File: src/rtl/dkong3_objdma_ctrl.sv
// Sprite object DMA: on vblank start, if armed, borrows the CPU bus and copies LEN
// bytes from SRC_BASE into object RAM, two CE slots per byte (read, then write).
//
// state  | meaning
// IDLE   | waiting for an armed vblank start
// REQ    | bus requested, waiting for grant
// RD     | source byte on the CPU bus
// WR     | byte written into object RAM
// REL    | bus released, completion pulse
module dkong3_objdma_ctrl #(
    parameter logic [15:0] SRC_BASE = 16'h7000,
    parameter int          LEN      = 384
) (
    input  logic        I_CLK_24M,
    input  logic        I_RST,
    input  logic        I_CE,
    input  logic        I_ARM,
    input  logic        I_VBLANKn,
    input  logic        I_BUSAK_n,
    input  logic [7:0]  I_SRC_D,
    output logic        O_BUSRQ_n,
    output logic [15:0] O_SRC_A,
    output logic        O_SRC_RDn,
    output logic [9:0]  O_DMAD_A,
    output logic [7:0]  O_DMAD_D,
    output logic        O_DMAD_CE,
    output logic        O_BUSY,
    output logic        O_DONE
);

    typedef enum logic [2:0] {S_IDLE, S_REQ, S_RD, S_WR, S_REL} state_t;

    localparam logic [10:0] LAST = 11'(LEN - 1);

    state_t      r_state;
    logic        r_vbl_d;
    logic        r_start;
    logic        r_pend;
    logic [10:0] r_cnt;
    logic [7:0]  r_data;
    logic [9:0]  r_dmad_a;
    logic [15:0] r_src_a;
    logic        r_src_rdn;
    logic        r_busrq_n;
    logic        r_done;

    logic        w_vbl_fall;
    logic        w_go;
    logic [10:0] w_cnt_inc;

    // Edge detect runs every clock so a vblank falling between CE slots is not missed.
    assign w_vbl_fall = r_vbl_d & ~I_VBLANKn;
    assign w_go       = I_CE & r_start & r_pend & (r_state == S_IDLE);
    assign w_cnt_inc  = r_cnt + 11'd1;

    always_ff @(posedge I_CLK_24M or posedge I_RST) begin
        if (I_RST) begin
            r_state   <= S_IDLE;
            r_vbl_d   <= 1'b1;
            r_start   <= 1'b0;
            r_pend    <= 1'b0;
            r_cnt     <= 11'd0;
            r_data    <= 8'd0;
            r_dmad_a  <= 10'd0;
            r_src_a   <= 16'd0;
            r_src_rdn <= 1'b1;
            r_busrq_n <= 1'b1;
            r_done    <= 1'b0;
        end else begin
            r_vbl_d <= I_VBLANKn;

            // A start request is consumed by the next CE whether or not it is used.
            if (w_vbl_fall)
                r_start <= 1'b1;
            else if (I_CE)
                r_start <= 1'b0;

            if (I_ARM)
                r_pend <= 1'b1;
            else if (w_go)
                r_pend <= 1'b0;

            case (r_state)
                S_IDLE: begin
                    if (w_go) begin
                        r_state   <= S_REQ;
                        r_cnt     <= 11'd0;
                        r_busrq_n <= 1'b0;
                    end
                end
                S_REQ: begin
                    if (I_CE && !I_BUSAK_n) begin
                        r_state   <= S_RD;
                        r_src_rdn <= 1'b0;
                        r_src_a   <= SRC_BASE + {5'd0, r_cnt};
                    end
                end
                S_RD: begin
                    if (I_CE) begin
                        r_state   <= S_WR;
                        r_src_rdn <= 1'b1;
                        r_data    <= I_SRC_D;
                        r_dmad_a  <= r_cnt[9:0];
                    end
                end
                S_WR: begin
                    if (I_CE) begin
                        if (r_cnt == LAST) begin
                            r_state   <= S_REL;
                            r_busrq_n <= 1'b1;
                            r_done    <= 1'b1;
                        end else begin
                            r_state   <= S_RD;
                            r_cnt     <= w_cnt_inc;
                            r_src_rdn <= 1'b0;
                            r_src_a   <= SRC_BASE + {5'd0, w_cnt_inc};
                        end
                    end
                end
                S_REL: begin
                    r_state <= S_IDLE;
                    r_done  <= 1'b0;
                end
                default: r_state <= S_IDLE;
            endcase
        end
    end

    assign O_BUSRQ_n = r_busrq_n;
    assign O_SRC_A   = r_src_a;
    assign O_SRC_RDn = r_src_rdn;
    assign O_DMAD_A  = r_dmad_a;
    assign O_DMAD_D  = r_data;
    // Write strobe is qualified by CE so object RAM sees one write per WR slot.
    assign O_DMAD_CE = (r_state == S_WR) & I_CE;
    assign O_BUSY    = (r_state != S_IDLE);
    assign O_DONE    = r_done;

endmodule
File: config.mk
export PLATFORM = sky130hd
export DESIGN_NAME = dkong3_objdma_ctrl
export DESIGN_NICKNAME = d
export VERILOG_FILES = /design/src/rtl/dkong3_objdma_ctrl.sv
export SDC_FILE = /design/constraint.sdc
export NUM_CORES = 1
export LEC_CHECK = 0
export ABC_AREA = 1
export CORE_ASPECT_RATIO = 0.8
export CORE_UTILIZATION = 37
export DETAILED_ROUTE_END_ITERATION = 7
export GPL_TIMING_DRIVEN = 0
export MAX_ROUTING_LAYER = met4
export REMOVE_ABC_BUFFERS = 1
export SYNTH_ARGS = -nofsm -noshare
export SYNTH_HDL_FRONTEND = slang
export SYNTH_SLANG_ARGS = --single-unit
File: constraint.sdc
create_clock -name I_CLK_24M -period 1.9 [get_ports I_CLK_24M]
set_input_delay 0.19 -clock I_CLK_24M [delete_from_list [all_inputs] [get_ports I_CLK_24M]]
set_output_delay 0.19 -clock I_CLK_24M [all_outputs]
set_load 0.05 [all_outputs]
; ---- Yosys cells after proc, flatten, opt, wreduce, memory -nomap -nowiden
; Index checks and enable logic that the tools add are counted.
[classes]
mux = 27
bitwise_logic = 6
addsub = 3
eq_ne = 11
reduce_logical = 17
[op_table]
columns = op, count
row1 = $mux 16, 3
row2 = $mux 11, 3
row3 = $add 15x11->16 const A, 2
row4 = $pmux 16 s2, 1
row5 = $pmux 11 s2, 1
row6 = $reduce_and 4->1, 4
row7 = $mux 3, 5
row8 = $ne 2x2->1 const B, 6
row9 = $pmux 3 s4, 1
row10 = $add 11x1->11 const B, 1
row11 = $eq 11x9->1 const B, 1
row12 = $mux 1, 10
row13 = $reduce_bool 2->1, 5
row14 = $eq 3x2->1 const B, 2
row15 = $reduce_bool 3->1, 2
row16 = $and 1x1->1, 5
row17 = $reduce_and 5->1, 1
row18 = $pmux 1 s2, 2
row19 = $eq 3x1->1 const B, 1
row20 = $eq 3x3->1 const B, 1
row21 = $logic_not 3->1, 1
row22 = $pmux 1 s3, 1
row23 = $reduce_and 3->1, 1
row24 = $reduce_and 2->1, 1
row25 = other kinds (3), 3
[totals]
ff_bits = 54
inputBits = 14
elab_cells = 75

; ---- Depth between registers and ports, before layout
[logic_depth]
depth_word = 5
ltp_mapped = 10
mapped_depth_nobuf = 10

; ---- Least setup slack after synthesis
; OpenSTA, ideal clock, no wires.
[synth_timing]
kind = reg2out
from = reg r_state[1]
to = out O_DMAD_CE
setup_slack_ns = 0.313
t_arrival_ns = 1.397
stages_incl_launch_ff = 5
path_cell_list = dfrtp_1 > nand2_1 > nor2_4 > inv_1 > nor2_1
[synth_between]
elab_chain_cells = 2
[synth_lines]
columns = element, line_no
row1 = from (decl), 35  ; state_t r_state;
row2 = from (signal assigned), 58  ; r_state <= S_IDLE;
row3 = from (signal assigned), 86  ; r_state <= S_REQ;
row4 = from (signal assigned), 93  ; r_state <= S_RD;
row5 = $eq 3x2->1, 135  ; assign O_DMAD_CE = (r_state == S_WR) & I_CE;
row6 = $and 1x1->1, 135
row7 = to (decl), 26  ; output logic O_DMAD_CE,
; No other way between the ends.

; ---- Worst setup path in the final report
[layout_timing]
from = reg r_busrq_n (netlist: O_BUSRQ_n)
to = out O_BUSRQ_n
[layout_rtl]
columns = element, line_no
row1 = from (decl), 44  ; logic r_busrq_n;
row2 = from (signal assigned), 67  ; r_busrq_n <= 1'b1;
row3 = from (signal assigned), 88  ; r_busrq_n <= 1'b0;
row4 = from (signal assigned), 110  ; r_busrq_n <= 1'b1;
row5 = to (decl), 21  ; output logic O_BUSRQ_n,
; No word-level cell between the ends.

==> flow_metrics.py <==
metrics = {
    "setup_path": {
        "slowest_delay_ns": 0.79,
        "path_buf_inv": 1,
        "crit_chain": "clkdlybuf4s50_1",
        "cp_data_arrival_time_ns": 1.64,
        "critPathSlowestCell": "clkdlybuf4s50_1",
        "cp-end-kind": "output port",
        "worstPathRequired_ns": 1.71,
        "ff2ff_path_depth": 5,
        "crit_family": "buffers and inverters",
        "path_class": "flop to output port",
        "cp-start-kind": "flop",
        "cp_max_fo": 2,
        "path_depth": 1,
    },
    "clock_network": {
        "cts_root_buf": "clkbuf_8",
        "htreeDepth": 2,
        "path_clk_slew_ns": 0.09,
        "clk_latency_ns": 0.30,
        "tritoncts": "built",
        "cts.path.max_buffers": 2,
        "cts_buffers": 5,
        "cts-hold-fix-buffers": 0,
        "clock_sinks": 50,
    },
    "worst_hold_path": {
        "hold_class": "primary input to asynchronous set/reset pin",
    },
    "drt": {
        "routed_wl_um": 5471,
        "drt_first_pass_iters": 4,
        "antenna_left": 0,
        "post_drt_via_cell_ratio": 4.767,
        "num_vias": 2088,
        "wl_per_cell_um": 12.49,
        "drc": 0,
        "drtIter0Drc": 128,
    },
    "sta": {
        "rsz0062_at_grt": "false",
        "slew_headroom": 0.6604,
        "setup_violations": 0,
        "hold_violations": 0,
        "min_period_ns": 1.826,
        "fin_worst_skew_ns": 0.005918,
        "fmax_ghz": 0.5478,
        "whs_ns": 0.2269,
        "min_period_over_period": 0.9608,
        "tightest_slew_ns": 0.5078,
        "slew_violations": 0,
    },
    "layout": {
        "diodes": 0,
        "multi_input_comb_area_um2": 1062,
        "syn_to_final_growth_pct": 27.12,
        "regArea_um2": 1256,
        "final_nets": 369,
        "layout.cells.non_filler": 438,
        "drive_gt1_frac": 0.1102,
        "nFillCells": 655,
        "final_util": 0.4916,
    },
    "synthesis": {
        "netlist_top_cells_count": "nand2_1, dfrtp_1, inv_1, nand3_1, o21ai_0",
        "ys_types": 25,
        "ys_seq_area_frac": 0.5038,
        "ys_warn_count": 0,
        "async_flop_share": 1.000,
        "synth_area_um2": 2491,
        "syn_area_per_cell_um2": 8.168,
        "ys.flop_type": "dfrtp_1",
        "synth_edf_count": 0,
        "synthTopCellsByArea": "dfrtp_1, nand2_1, nand3_1",
        "synth_top_area_frac": 0.4721,
        "syn_inst": 305,
        "synth-seq-cells": 50,
        "yosysTopAreaCell": "dfrtp_1",
        "synthMostInstantiatedCell": "nand2_1",
    },
    "floorplanning": {
        "core_area_um2": 6441,
        "rows": 26,
        "ios": 53,
        "die_w_um": 93.74,
        "die_y_um": 75.39,
        "die_area_um2": 7067,
        "start_util": 0.3868,
    },
    "global_route": {
        "track_usage": 0.1762,
        "grt_overflow_total": 0,
        "grt_max_degree": 30,
        "grt_pass1_wl_um": 9211,
        "antenna_found_initial": 0,
        "first_global_vias": 1944,
    },
    "run_status": {
        "outcome": "finished clean",
    },
    "placed_design": {
        "dpl.cell_count": 428,
        "io_buffers": 50,
        "gp_congestion": 0.8693,
        "dpl.hpwl_um": 3771,
    },
    "flow_run": {
        "drv_cap": 0,
    },
    "pwr": {
        "finalPower_w": 0.004192,
        "powerDensity_nw_per_um2": 1324,
        "leakage_nw": 1.527,
        "ir_drop_v": 0.0007417,
    },
}
-- logic make-up after synthesis --
logic type      Yosys count  share of synthesized area
compound gates           24                    0.04972
other cells               1                   0.001505
fa+ha+maj                 2                    0.01004
mux                       8                    0.03616
buf+inv                  42                    0.08187
simple gates            178                     0.3169
flops                    50                     0.5038
-- report_power, final --
| group | leakage, nW | internal, W | switching [W] |
|---|---|---|---|
| registers | 0.648 | 0.00126 | 0.000105 |
| clock network | 0.0575 | 0.000368 | 0.000353 |
| logic | 0.821 | 0.000629 | 0.00148 |
-- worst paths after layout --
check                                  startpoint  slack [ns]                 endpoint
max                         O_BUSRQ_n$_DFFE_PP1P_        0.07                O_BUSRQ_n
min                                         I_RST        0.23  O_DMAD_A[4]$_DFFE_PP0P_
max reg2reg                r_state[2]$_DFFE_PP0P_        0.17  O_DMAD_D[5]$_DFFE_PP0P_
min reg2reg                 O_BUSRQ_n$_DFFE_PP1P_        0.47    O_BUSRQ_n$_DFFE_PP1P_
max in group asynchronous                   I_RST        1.08    O_BUSRQ_n$_DFFE_PP1P_
min in group I_CLK_24M                  I_VBLANKn        0.30        r_vbl_d$_DFF_PP1_
-- timing repair --
action / 4_1_cts / 5_1_grt
cloned: 1 / 0
setup endpoints to repair: 15 / 27
gates resized for setup: 9 / 5
setup buffers: 1 / 0
pin swaps: 1 / 0
-- area by class of cell --
class                      count  area share
sequential                    50      0.3967
multi-input combinational    215      0.3354
timing repair buffer          52      0.1655
clock buffer                   8     0.03477
inverter                      29     0.03437
tap                           84     0.03319
-- placed cells by master, fill, tap and decap left out, types with 5 or more instances in the layout --
master | netlist | routed
inv_1 | 28 | 27
mux2_2 | 8 | 8
nand2_1 | 112 | 111
nand3_1 | 27 | 27
nand3b_1 | 7 | 7
o21ai_0 | 21 | 21
nor2_1 | 20 | 19
dfrtp_1 | 47 | 46
clkdlybuf4s50_1 | 0 | 48
nand2_4 | 3 | 5
clkbuf_8 | 0 | 8
-- per-layer routing --
layer	wire [um]	global-route usage	vias up
met1	2744	0.2355	973
met3	254	0.03593	5
met5	0	-	-
li1	-	-	1053
met4	40	0.04786	0
met2	2433	0.2749	57
-- metrics by stage --
step	setup TNS (ns)	setup slack [ns]	instance area [um2]
6_report	0	0.07449	3167
5_1_grt	0	0.001693	3167
4_1_cts	0	0.03247	3148
3_5_place_dp	-1.917	-0.4836	3025
3_3_place_gp	-27.67	-0.5414	3005
2_1_floorplan	0	0.06016	2400
-- registers in the layout, summed over array words and instances (netlist names) --
signal,count
O_BUSRQ_n,1
O_DMAD_A,10
O_DMAD_D,8
O_DONE,1
O_SRC_A,12
O_SRC_RDn,1
r_cnt,11
r_pend,1
r_start,1
r_state,3
r_vbl_d,1
Power figures use the tool's default switching activity.
